`config.mk`:
```
export PLATFORM = sky130hd
export DESIGN_NAME = traffic_phase_timer
export DESIGN_NICKNAME = d
export VERILOG_FILES = /design/src/rtl/traffic_pkg.sv /design/src/rtl/tick_prescaler.sv /design/src/rtl/traffic_phase_timer.sv
export SDC_FILE = /design/constraint.sdc
export NUM_CORES = 1
export LEC_CHECK = 0
export ABC_AREA = 0
export BUFFER_PORTS_ARGS = -buffer_cell sky130_fd_sc_hd__buf_2
export CORE_UTILIZATION = 45
export DETAILED_ROUTE_END_ITERATION = 10
export PLACE_DENSITY_LB_ADDON = 0.1
export SYNTH_ARGS = -nofsm -noshare
export SYNTH_HDL_FRONTEND = slang
export SYNTH_SLANG_ARGS = --single-unit
export TNS_END_PERCENT = 20
```
`constraint.sdc`:
```
create_clock -name clk -period 2.2 [get_ports clk]
set_input_delay 0.22 -clock clk [delete_from_list [all_inputs] [get_ports clk]]
set_output_delay 0.22 -clock clk [all_outputs]
set_load 0.01 [all_outputs]
```
`src/rtl/traffic_pkg.sv`:
```
// Shared definitions for the traffic phase timer: phase codes, FSM states
// and the duration-select helpers used by the timer top level.
package traffic_pkg;

  localparam logic [1:0] PH_RED    = 2'd0;
  localparam logic [1:0] PH_GREEN  = 2'd1;
  localparam logic [1:0] PH_YELLOW = 2'd2;

  typedef enum logic {
    ST_IDLE = 1'b0,
    ST_RUN  = 1'b1
  } state_t;

  // Code 3 is not a real phase; it falls back to RED because RED is the safe aspect.
  function automatic int unsigned dur(input logic [1:0] phase,
                                      input int unsigned redT,
                                      input int unsigned greenT,
                                      input int unsigned yellowT);
    case (phase)
      PH_GREEN:  dur = greenT;
      PH_YELLOW: dur = yellowT;
      default:   dur = redT;
    endcase
  endfunction

  function automatic bit durFits(input int unsigned value, input int unsigned width);
    if (width >= 32) return 1'b1;
    return (value >> width) == 0;
  endfunction

endpackage

```
`src/rtl/tick_prescaler.sv`:
```
// Free-running clock divider: counts 0..TICK_DIV-1 while enabled and emits a
// registered one-cycle tick on each wrap; clr has priority over en.
module tick_prescaler #(
  parameter int unsigned TICK_DIV = 100_000_000
) (
  input  logic clk,
  input  logic reset,
  input  logic en,
  input  logic clr,
  output logic tick,
  output logic wrap
);

  localparam int unsigned CW = (TICK_DIV > 1) ? $clog2(TICK_DIV) : 1;

  logic [CW-1:0] r_count;
  logic          r_tick;

  // Combinational wrap lets the owner act on the same edge the tick register sets.
  assign wrap = en && !clr && (r_count == CW'(TICK_DIV - 1));
  assign tick = r_tick;

  always_ff @(posedge clk or negedge reset) begin
    if (!reset) begin
      r_count <= '0;
      r_tick  <= 1'b0;
    end else if (clr) begin
      r_count <= '0;
      r_tick  <= 1'b0;
    end else if (en) begin
      r_count <= wrap ? '0 : r_count + 1'b1;
      r_tick  <= wrap;
    end else begin
      r_tick  <= 1'b0;
    end
  end

endmodule

```
`src/rtl/traffic_phase_timer.sv`:
```
// Phase dwell timer: loads the duration of the requested phase, counts it down
// in prescaler ticks and pulses done when it expires; supports hold and restart.
module traffic_phase_timer
  import traffic_pkg::*;
#(
  parameter int unsigned TICK_DIV = 100_000_000,
  parameter int unsigned CNT_W    = 8,
  parameter int unsigned RED_T    = 12,
  parameter int unsigned GREEN_T  = 10,
  parameter int unsigned YELLOW_T = 3
) (
  input  logic             clk,
  input  logic             reset,
  input  logic             start,
  input  logic [1:0]       phase,
  input  logic             hold,
  output logic             busy,
  output logic             done,
  output logic [CNT_W-1:0] remaining,
  output logic             tick
);

  if (!durFits(RED_T, CNT_W) || !durFits(GREEN_T, CNT_W) || !durFits(YELLOW_T, CNT_W)) begin : g_widthCheck
    $error("traffic_phase_timer: a phase duration does not fit in CNT_W bits");
  end

  state_t           r_state;
  state_t           w_stateNext;
  logic [CNT_W-1:0] r_remaining;
  logic [CNT_W-1:0] w_remNext;
  logic             r_busy;
  logic             w_busyNext;
  logic             r_done;
  logic             w_doneNext;
  logic [CNT_W-1:0] w_dur;
  logic             w_en;
  logic             w_clr;
  logic             w_wrap;

  assign w_dur = CNT_W'(dur(phase, RED_T, GREEN_T, YELLOW_T));
  assign w_en  = (r_state == ST_RUN) && !hold;
  // Keeping the prescaler cleared while idle makes every dwell start from a fresh count.
  assign w_clr = start || (r_state != ST_RUN);

  tick_prescaler #(
    .TICK_DIV(TICK_DIV)
  ) u_prescaler (
    .clk  (clk),
    .reset(reset),
    .en   (w_en),
    .clr  (w_clr),
    .tick (tick),
    .wrap (w_wrap)
  );

  always_ff @(posedge clk or negedge reset) begin
    if (!reset) begin
      r_state     <= ST_IDLE;
      r_remaining <= '0;
      r_busy      <= 1'b0;
      r_done      <= 1'b0;
    end else begin
      r_state     <= w_stateNext;
      r_remaining <= w_remNext;
      r_busy      <= w_busyNext;
      r_done      <= w_doneNext;
    end
  end

  // Start overrides everything, including an expiry landing on the same edge.
  always_comb begin
    w_stateNext = r_state;
    w_remNext   = r_remaining;
    w_busyNext  = r_busy;
    w_doneNext  = 1'b0;
    if (start) begin
      w_stateNext = ST_RUN;
      w_remNext   = w_dur;
      w_busyNext  = 1'b1;
    end else if (r_state == ST_RUN) begin
      if (r_remaining == '0 || (w_wrap && r_remaining == CNT_W'(1))) begin
        w_stateNext = ST_IDLE;
        w_remNext   = '0;
        w_busyNext  = 1'b0;
        w_doneNext  = 1'b1;
      end else if (w_wrap) begin
        w_remNext   = r_remaining - 1'b1;
      end
    end
  end

  assign busy      = r_busy;
  assign done      = r_done;
  assign remaining = r_remaining;

endmodule

```
==> out/qor.yml <==
hpwl_mm: 3.95
layout.nets: 307
r2r_start: "r_state$_DFF_PN0_"
rows: 25
cts_tree: "yes"
dp_slack_ns: -0.0873
synth_top_cell_by_area: "dfrtp_1"
grt_overflow_total: 0
synth_nets: 265
die_y_um: 72.2
hold_viol_final: 0
cts_root_buf: "clkbuf_8"
netSwitchingFraction_pct: 24.6
ant_nets: 0
finalWorstSetupSlack_ns: -0.00433
power.switching_uw: 418
setup_viol: 1
yosysUniqueCellTypes: 39
drt-pass1-iter-count: 4
violations: "negative setup slack"
synthAdderAreaFrac_pct: 3.39
worstSetupPathType: "reg -> reg"
synth-simple-area-share_pct: 27.4
core_um2: 4720
p_per_area_nw_per_um2: 623
cap_violations: 0
pwr-share-comb_pct: 13.0
power_frac_clock_pct: 42.4
synth_edf_count: 0
htreeDepth: 2
holdWs_ns: 0.0448
start_util_pct: 46.9
hold_path_class: "in -> async"
drt-vias-per-instance: 5.77
synth_mux_area_share_pct: 0.452
worstMarginPinSlew_ns: 0.897
synth_compound_area_share_pct: 20.9
synth_top_family_by_area: "simple AND/OR/NAND/NOR gates"
area_delta_synth_final_pct: 23.2
synth_seq_cells: 39
p_int_uw: 1280
ios: 17
grt_use_total_pct: 23.4
drc: 0
fin_skew_ns: 0.0111
grt_pass1_vias: 2044
critPathMaxFanout: 4
gp_congestion: 0.775
min_period_ns: 2.20
max_freq_ghz: 0.454
startpoint_type: "flip-flop"
synth_area_per_cell_um2: 8.76
grt_max_degree: 40
synth-xor-area-share_pct: 0
io_buffers: 16
cp-startpoint: "r_state$_DFF_PN0_"
rsz0062_at_grt: "true"
seq_power_share_pct: 44.6
total_power_uw: 1700
die_w_um: 72.2
seq_area_frac_synth_pct: 44.0
ys_async_sr_fraction_pct: 100
cts_sinks: 39
synth_most_common_cell: "dfrtp_1"
antenna_found_initial: 0
clk_pin_slew_ns: 0.09
synth.cells.most_frequent: "dfrtp_1 (39), o21ai_0 (27), a31oi_1 (18), nand2_1 (18), a21oi_1 (17)"
clk_latency_ns: 0.30
grt_first_pass_wirelength_mm: 9.58
clockBufferDepth: 2
cp.required_ns: 2.36
worst_ir_drop_vdd_mv: 0.355
relSlewSlack_pct: 40.2
fin_crit_sh_pct: 100
routed_wl_mm: 5.53
netlist_instances: 253
drive_above_1_share_pct: 20.9
synthTopCellsByArea: "dfrtp_1 (44%), o21ai_0 (6.1%), a31oi_1 (5.1%), a21oi_1 (3.8%), ha_1 (3.4%)"
outcome: "finished, violations left"
drt_iter0_markers: 111
synth_flop_cell: "dfrtp_1"
end_kind: "flip-flop"
cts_buffers: 5
cts_hold_buffers: 0
die_area_um2: 5210
n_antenna_cell: 0
dr_total_vias: 2096
yosysWarnings: 0
synth_top_cell_area_share_pct: 44.0
drv_slew: 0
critPathArrivalTime_ns: 2.37
power_leakage_uw: 0.00125
synth_area_um2: 2220
wl_per_cell_um: 15.2
worst paths after layout:
check | end | slack, ns | cells after the start
worst max register to register | remaining[3]$_DFFE_PN0P_ | -0.004 | 7
min in group clk | remaining[0]$_DFFE_PN0P_ | 0.29 | 4
max in group asynchronous | done$_DFF_PN0_ | 1.60 | 1
worst min-delay path | u_prescaler.r_count[1]$_DFFE_PN0P_ | 0.04 | 1
worst max-delay path | remaining[3]$_DFFE_PN0P_ | -0.004 | 7
worst min register to register | busy$_DFFE_PN0P_ | 0.50 | 2
registers in the layout, summed over array words and instances, names as in the netlist:
register,count
u_prescaler.r_count,27
remaining,8
busy,1
done,1
r_state,1
u_prescaler.tick,1
layout by cell type, fill, tap and decap left out, types with 4 or more instances in the layout:
cell type / n
o21ai_0: 23
nor4_1: 8
inv_1: 9
dfrtp_1: 39
a21oi_1: 17
a21o_1: 5
nand3_1: 11
or3_1: 9
clkbuf_8: 5
ha_1: 6
buf_4: 30
o21ai_1: 4
buf_2: 16
and3_1: 10
nand4_1: 7
nand2_1: 18
nor3_1: 6
a31oi_1: 18
nor2_1: 16
power by group through the flow:
stage | Sequential [uW] | Clock [uW] | Combinational [uW]
after floorplan | 778 | 0 | 114
after global placement | 772 | 0 | 214
after detailed placement | 771 | 0 | 216
after CTS | 759 | 731 | 218
after global routing | 762 | 758 | 248
final | 759 | 721 | 221
metrics by stage:
step | instance area [um2] | TNS, ns | util [%] | instances
2_1_floorplan | 2220 | 0 | - | 253
3_3_place_gp | 2560 | -0.0219 | 54.1 | 352
3_5_place_dp | 2560 | -0.229 | 54.1 | 352
4_1_cts | 2720 | -0.0685 | 57.5 | 362
5_1_grt | 2730 | -1.62 | 57.8 | 363
6_report | 2730 | -0.00433 | 57.8 | 363
worst max-delay path, cell delays in order, from the launching register on:
cell and delay, ns:
dfrtp_1 0.35, or3b_4 0.39, or4_4 0.45, nor3_4 0.22
buf_4 0.16, o21ai_0 0.20, a31oi_1 0.22, o31ai_1 0.09
cells by family (layout without fill, tap and decap cells):
kind of cell,count (synthesis),count (layout)
flip-flops,39,39
multiplexers,1,1
adder cells (fa/ha/maj),6,6
buffers and inverters,22,65
AO/OA/AOI/OAI,78,78
AND/OR/NAND/NOR,107,107
timing repair:
action	in CTS	in global routing
pin swaps	1	1
hold endpoints to repair	0	0
setup buffers	2	1
endpoints found under the setup margin	9	32
resized for setup	3	4
layout make-up:
cell class / instances / area [um2]
clock buffer: 5 / 68.8
clock inverter: 3 / 67.6
fill: 430 / 1990
inverter: 10 / 37.5
multi-input combinational: 192 / 1170
sequential: 39 / 976
tap: 67 / 83.8
timing repair buffer: 47 / 325
layer usage:
layer,global-route usage [%],routed length [um]
met4,5.88,64
met3,3.75,186
met1,30.8,2590
met5,0,0
met2,40.4,2690
Note: power is estimated with default switching activity, not from simulation.
